[src/rtl/memory_stage_pkg.sv]
// ---------------------------------------------------------------------------
// memory_stage_pkg
// Shared types and constants for the memory-access pipeline stage.
//   state_t  : control FSM states (IDLE, REQ, RESP, DONE)
//   fault_t  : fault codes reported to writeback alongside the done strobe
//   DWORD_ALIGN_BITS : low address bits that must be zero for a doubleword
// ---------------------------------------------------------------------------
package memory_stage_pkg;

   typedef enum logic [1:0] {
      IDLE = 2'd0,
      REQ  = 2'd1,
      RESP = 2'd2,
      DONE = 2'd3
   } state_t;

   typedef enum logic [1:0] {
      FAULT_NONE    = 2'b00,
      FAULT_ALIGN   = 2'b01,
      FAULT_TIMEOUT = 2'b10,
      FAULT_ILLEGAL = 2'b11
   } fault_t;

   localparam int DWORD_ALIGN_BITS = 3;

endpackage

[src/rtl/memory_access_stage_timeout.sv]
// ---------------------------------------------------------------------------
// mem_timeout_counter
// Counts cycles spent waiting on the data memory and flags the last allowed
// cycle of the transaction.
//   clk, rst_n : clock, asynchronous active-low reset
//   clear      : restart the count at zero (transaction start)
//   enable     : advance the count this cycle (waiting in REQ or RESP)
//   expired    : count has reached TIMEOUT_CYCLES-1
// ---------------------------------------------------------------------------
module mem_timeout_counter
   import memory_stage_pkg::*;
#(
   parameter int TIMEOUT_CYCLES = 16,
   parameter int CNT_W          = $clog2(TIMEOUT_CYCLES) + 1
) (
   input  logic clk,
   input  logic rst_n,
   input  logic clear,
   input  logic enable,
   output logic expired
);

   localparam logic [CNT_W-1:0] LAST = CNT_W'(TIMEOUT_CYCLES - 1);

   logic [CNT_W-1:0] count_q, count_d;

   // The count saturates at LAST so it can never wrap back into range while
   // the FSM is leaving the wait states.
   always_comb begin
      count_d = count_q;
      if (clear) begin
         count_d = '0;
      end else if (enable && (count_q != LAST)) begin
         count_d = count_q + CNT_W'(1);
      end
   end

   always_ff @(posedge clk or negedge rst_n) begin
      if (!rst_n) begin
         count_q <= '0;
      end else begin
         count_q <= count_d;
      end
   end

   // Only meaningful while the FSM is in REQ/RESP; the FSM ignores it elsewhere.
   assign expired = (count_q == LAST);

endmodule

[src/rtl/memory_access_stage.sv]
// ---------------------------------------------------------------------------
// memory_access_stage
// Memory stage of the pipeline: performs one doubleword LDUR/STUR over a
// valid/ready data-memory port, resolves the branch select, and hands the
// results to writeback/fetch with a one-cycle done strobe.
//   Upstream : exValid/inReady handshake, ALUresult, writeData, PCbranch,
//              ALUzero, control_{MemRead,MemWrite,Branch,UncondBranch}
//   Results  : done, readData, aluPass, PCsrc, PCbranchOut, fault
//   Memory   : mem_req/mem_ready request handshake, mem_we, mem_addr,
//              mem_wdata; mem_rvalid/mem_rdata read response
// ---------------------------------------------------------------------------
module memory_access_stage
   import memory_stage_pkg::*;
#(
   parameter int DATA_W         = 64,
   parameter int TIMEOUT_CYCLES = 16,
   parameter int CNT_W          = $clog2(TIMEOUT_CYCLES) + 1
) (
   input  logic              clk,
   input  logic              rst_n,
   input  logic              exValid,
   output logic              inReady,
   input  logic [DATA_W-1:0] ALUresult,
   input  logic [DATA_W-1:0] writeData,
   input  logic [DATA_W-1:0] PCbranch,
   input  logic              ALUzero,
   input  logic              control_MemRead,
   input  logic              control_MemWrite,
   input  logic              control_Branch,
   input  logic              control_UncondBranch,
   output logic              done,
   output logic [DATA_W-1:0] readData,
   output logic [DATA_W-1:0] aluPass,
   output logic              PCsrc,
   output logic [DATA_W-1:0] PCbranchOut,
   output logic [1:0]        fault,
   output logic              mem_req,
   output logic              mem_we,
   output logic [DATA_W-1:0] mem_addr,
   output logic [DATA_W-1:0] mem_wdata,
   input  logic              mem_ready,
   input  logic              mem_rvalid,
   input  logic [DATA_W-1:0] mem_rdata
);

   state_t            state_q, state_d;
   fault_t            fault_q, fault_d;
   logic [DATA_W-1:0] addr_q, addr_d;
   logic [DATA_W-1:0] wdata_q, wdata_d;
   logic [DATA_W-1:0] pcbranch_q, pcbranch_d;
   logic [DATA_W-1:0] read_data_q, read_data_d;
   logic              we_q, we_d;
   logic              pcsrc_q, pcsrc_d;

   logic              tmo_clear;
   logic              tmo_enable;
   logic              tmo_expired;
   logic              is_mem_op;
   logic              misaligned;

   assign is_mem_op  = control_MemRead | control_MemWrite;
   assign misaligned = (ALUresult[DWORD_ALIGN_BITS-1:0] != '0);

   mem_timeout_counter #(
      .TIMEOUT_CYCLES (TIMEOUT_CYCLES),
      .CNT_W          (CNT_W)
   ) u_timeout (
      .clk     (clk),
      .rst_n   (rst_n),
      .clear   (tmo_clear),
      .enable  (tmo_enable),
      .expired (tmo_expired)
   );

   always_comb begin
      state_d     = state_q;
      fault_d     = fault_q;
      addr_d      = addr_q;
      wdata_d     = wdata_q;
      pcbranch_d  = pcbranch_q;
      read_data_d = read_data_q;
      we_d        = we_q;
      pcsrc_d     = pcsrc_q;
      tmo_clear   = 1'b0;
      tmo_enable  = 1'b0;

      case (state_q)
         IDLE: begin
            if (exValid) begin
               addr_d     = ALUresult;
               wdata_d    = writeData;
               pcbranch_d = PCbranch;
               we_d       = control_MemWrite;
               pcsrc_d    = control_UncondBranch | (control_Branch & ALUzero);
               // Classification order matters: an illegal read+write pair is
               // reported even when the address is also misaligned.
               if (control_MemRead && control_MemWrite) begin
                  fault_d = FAULT_ILLEGAL;
                  state_d = DONE;
               end else if (is_mem_op && misaligned) begin
                  fault_d = FAULT_ALIGN;
                  state_d = DONE;
               end else if (!is_mem_op) begin
                  fault_d = FAULT_NONE;
                  state_d = DONE;
               end else begin
                  fault_d   = FAULT_NONE;
                  state_d   = REQ;
                  tmo_clear = 1'b1;
               end
            end
         end

         REQ: begin
            tmo_enable = 1'b1;
            // A handshake in the expiry cycle still completes normally.
            if (mem_ready) begin
               state_d = we_q ? DONE : RESP;
            end else if (tmo_expired) begin
               fault_d     = FAULT_TIMEOUT;
               read_data_d = '0;
               state_d     = DONE;
            end
         end

         RESP: begin
            tmo_enable = 1'b1;
            if (mem_rvalid) begin
               read_data_d = mem_rdata;
               state_d     = DONE;
            end else if (tmo_expired) begin
               fault_d     = FAULT_TIMEOUT;
               read_data_d = '0;
               state_d     = DONE;
            end
         end

         DONE: begin
            state_d = IDLE;
         end

         default: begin
            state_d = IDLE;
         end
      endcase
   end

   always_ff @(posedge clk or negedge rst_n) begin
      if (!rst_n) begin
         state_q     <= IDLE;
         fault_q     <= FAULT_NONE;
         addr_q      <= '0;
         wdata_q     <= '0;
         pcbranch_q  <= '0;
         read_data_q <= '0;
         we_q        <= 1'b0;
         pcsrc_q     <= 1'b0;
      end else begin
         state_q     <= state_d;
         fault_q     <= fault_d;
         addr_q      <= addr_d;
         wdata_q     <= wdata_d;
         pcbranch_q  <= pcbranch_d;
         read_data_q <= read_data_d;
         we_q        <= we_d;
         pcsrc_q     <= pcsrc_d;
      end
   end

   // Handshake outputs decode straight from the state register so that an
   // asynchronous reset drops mem_req in the same instant.
   assign inReady     = (state_q == IDLE);
   assign done        = (state_q == DONE);
   assign mem_req     = (state_q == REQ);
   assign mem_we      = we_q;
   assign mem_addr    = addr_q;
   assign mem_wdata   = wdata_q;
   assign readData    = read_data_q;
   assign aluPass     = addr_q;
   assign PCsrc       = pcsrc_q;
   assign PCbranchOut = pcbranch_q;
   assign fault       = fault_q;

endmodule
[config.mk]
export PLATFORM = sky130hd
export DESIGN_NAME = memory_access_stage
export DESIGN_NICKNAME = d
export VERILOG_FILES = /design/src/rtl/memory_stage_pkg.sv /design/src/rtl/memory_access_stage_timeout.sv /design/src/rtl/memory_access_stage.sv
export SDC_FILE = /design/constraint.sdc
export NUM_CORES = 1
export LEC_CHECK = 0
export ABC_AREA = 1
export BUFFER_PORTS_ARGS = -buffer_cell sky130_fd_sc_hd__buf_2
export CAP_MARGIN = 40
export CORE_AREA = 10 10 225 227
export CTS_CLUSTER_SIZE = 14
export DETAILED_ROUTE_END_ITERATION = 8
export DIE_AREA = 0 0 235 237
export PLACE_DENSITY = 0.51
export SLEW_MARGIN = 30
export SYNTH_ARGS = -nofsm -noshare
export SYNTH_HDL_FRONTEND = slang
export SYNTH_SLANG_ARGS = --single-unit
[constraint.sdc]
create_clock -name clk -period 2 [get_ports clk]
set_input_delay 0.5 -clock clk [delete_from_list [all_inputs] [get_ports clk]]
set_output_delay 0.5 -clock clk [all_outputs]
set_load 0.02 [all_outputs]
==> impl_metrics.toml <==
[pwr]
switching_share = 0.443
internal_power_mw = 16.1
p_per_area_nw_per_um2 = 1870
ir_drop_mv = 0.846
power_frac_seq = 0.334
p_switching_mw = 12.8
power_frac_clock = 0.209
combPwrFrac = 0.458
leakage_nw = 9.08

[timing]
drv_slew = 0
slew-limit-headroom = 0.586
clock_skew_ps = 22.9
hold_viol_final = 0
setup_ws_ps = 57.4
fmax_mhz = 515
setup-violations-final = 0
post-route-min-period_ps = 1940
finalCritPeriodShare = 0.971
tightest_slew_ps = 621
rsz0062_at_grt = "no"
setup-tns-final_ps = 0

[floorplan]
die_w_um = 235
fp-row-count = 79
dieArea_um2 = 55700
core_um2 = 46200
ioPinCount = 593
die_h_um = 237
start_util = 0.234

[yosys]
ys_seq_area_frac = 0.618
synthMuxAreaShare = 0
synth_top_family_by_area = "simple AND/OR/NAND/NOR gates"
synth_fp_nets = 1530
synthCells = 1257
synth_largest_area_cell = "dfrtp_1"
synth_top_area_share = 0.618
synth-simple-area-share = 0.292
syn_avg_cell_area_um2 = 8.60
ys_ff_latch = 267
synth_fa_ha_area_frac = 0.00811
yosys_warnings = 0
synth_compound_area_frac = 0.00544
post_synth_num_cell_types = 18
synth_area_um2 = 10800
synthTopCellsByArea = "dfrtp_1, nand2_1, buf_4"
yosys.area_share.xor_xnor = 0.000811

[setup_path]
criticalPathCategory = "reg -> out"
r2r_start = "state_q[1]"
start_kind = "register"
crit_path_end_kind = "output pin"
cp_data_required_time_ps = 1500
rrSetupSlack_ps = 240
crit_fanout = 4
path_buf_inv = 2
cp_slowest_cell = "dfrtp_1"
cp_cell_sequence = "inv_2 -> ha_2 -> buf_4"
reg2regPathDepth = 8
worst_path_dominant_cell_family = "flip-flops"
cpPeakStageDelay_ps = 420
rr_endpoint = "readData[38]"
critPathArrivalTime_ps = 1440

[routing]
wl_per_cell_um = 16.8
routed_via_density = 4.01
drtIter0Drc = 419
vias = 9754
dr.pass1.iters = 4
routed_wl_mm = 40.8
drc = 0
ant_nets = 0

[global_routing]
grt-busiest-layer = "met2"
grt_util_met1 = 0.163
antenna_found_initial = 8
grt_util_all_layers = 0.139
grt_pass1_vias = 10400
met3_usage = 0.0431
overflow = 0
grt_max_degree = 114
grt_pass1_wl_mm = 62.3
use_met2 = 0.242

[cells_and_area]
fillers = 4891
fin_nets = 2073
syn_to_final_growth_pct = 42.7
final_common_cell = "nand2_1"
layout_common_cells = "nand2_1, buf_2, dfrtp_1"
drive_gt1_frac = 0.377

[placement]
place.gp.congestion = 0.867
portBuffers = 592
dp_hpwl_mm = 31.6
pre_cts_slack_ps = 260

[clocking]
root_buffer = "clkbuf_16"
clock_latency_ps = 560
clk_pin_slew_ps = 60
cts_tree = "built"
cts_buffers = 30
cts_sinks = 267
clock_path_buffers = 3
htreeDepth = 1

[hold_path]
holdPathStages = 3
worstHoldEndpoint = "mem_wdata[12]"
worstHoldStart = "writeData[12]"
hp-class = "in -> reg"

[status]
status = "finished, final reports clean"

[flow_run]
drv_cap = 0
==> Yosys cell counts <==
library cell / count
nor3_1: 1
ha_1: 7
a21oi_1: 4
inv_2: 3
inv_1: 18
o21bai_1: 1
nor2_1: 22
nand3_1: 6
nor2_4: 1
o21ai_4: 1
buf_2: 43
clkbuf_1: 11
nand2_1: 802
buf_4: 64
xor2_1: 1
nand2_2: 2
dfrtp_1: 267
o21ai_0: 3
==> through the flow <==
stage,cell area (µm²),cells,total power [mW],hold WS (ps),utilization
after detailed placement,14300,2372,23.1,454,0.309
after CTS,15400,2427,29.4,98.6,0.334
final,15400,2430,28.9,123,0.334
after floorplan,10800,1257,18.1,204,-
after global placement,14300,2372,22.9,448,0.309
after global routing,15400,2430,31.0,102,0.334
==> registers in the layout, summed over array words and instances (netlist names) <==
signal             count
PCsrc                  1
aluPass               64
PCbranchOut           64
readData              64
fault                  2
u_timeout.count_q      5
mem_wdata             64
state_q                2
mem_we                 1
==> worst min-delay path: cells and delay by family <==
| family | cells | cell delay [ps] |
|---|---|---|
| buffers and inverters | 1 | 70 |
| and+or+nand+nor | 2 | 80 |
==> cells by family (layout without fill, tap and decap cells) <==
family                     count (synthesis)  count (layout)
xor gates and xnor gates                   1               1
AOI/OAI and AO/OA                          9               9
adders and majority gates                  7               7
buffers and inverters                    139             704
other                                      0               1
and+or+nand+nor                          834             834
DFF                                      267             267
==> power groups by stage <==
stage / Clock, mW / Combinational, mW / Sequential (mW)
6_report: 6.03 / 13.2 / 9.64
5_1_grt: 6.47 / 14.5 / 9.99
4_1_cts: 6.21 / 13.5 / 9.66
3_5_place_dp: 0 / 13.4 / 9.67
3_3_place_gp: 0 / 13.3 / 9.60
2_1_floorplan: 0 / 5.49 / 12.6
==> routing by layer <==
layer | vias to the layer above | wire (µm)
met5 | - | 76
met4 | 12 | 824
met3 | 62 | 3120
met2 | 385 | 20200
met1 | 4501 | 16500
li1 | 4794 | -
==> worst max path at each step <==
stage	start	cells past startpoint	slack (ps)	endpoint
finish	state_q[1]	3	60	mem_req
floorplan	state_q[0]	7	420	PCbranchOut[46]
CTS	state_q[0]	3	10	inReady
detailed placement	state_q[0]	8	260	PCbranchOut[11]
global route	state_q[1]	3	8	mem_req
global placement	u_timeout.count_q[0]	8	310	readData[41]
==> timing repair <==
item | 4_1_cts | 5_1_grt
hold buffers | 1 | 0
endpoints found under the setup margin | 2 | 2
pin swaps | 0 | 1
setup buffers | 0 | 2
hold endpoints to repair | 40 | 0
gates resized for setup | 6 | 1
==> area by class of cell <==
class                           instances  area, µm²  area share
Antenna cell                            1       2.50    0.000162
Timing Repair Buffer                  629       3470       0.225
Clock buffer                           43        881      0.0571
Multi-Input combinational cell        851       3340       0.216
Clock inverter                         11        205      0.0133
Tap cell                              607        759      0.0493
Inverter                               21       83.8     0.00544
Sequential cell                       267       6680       0.433
Power figures use the tool's default switching activity.
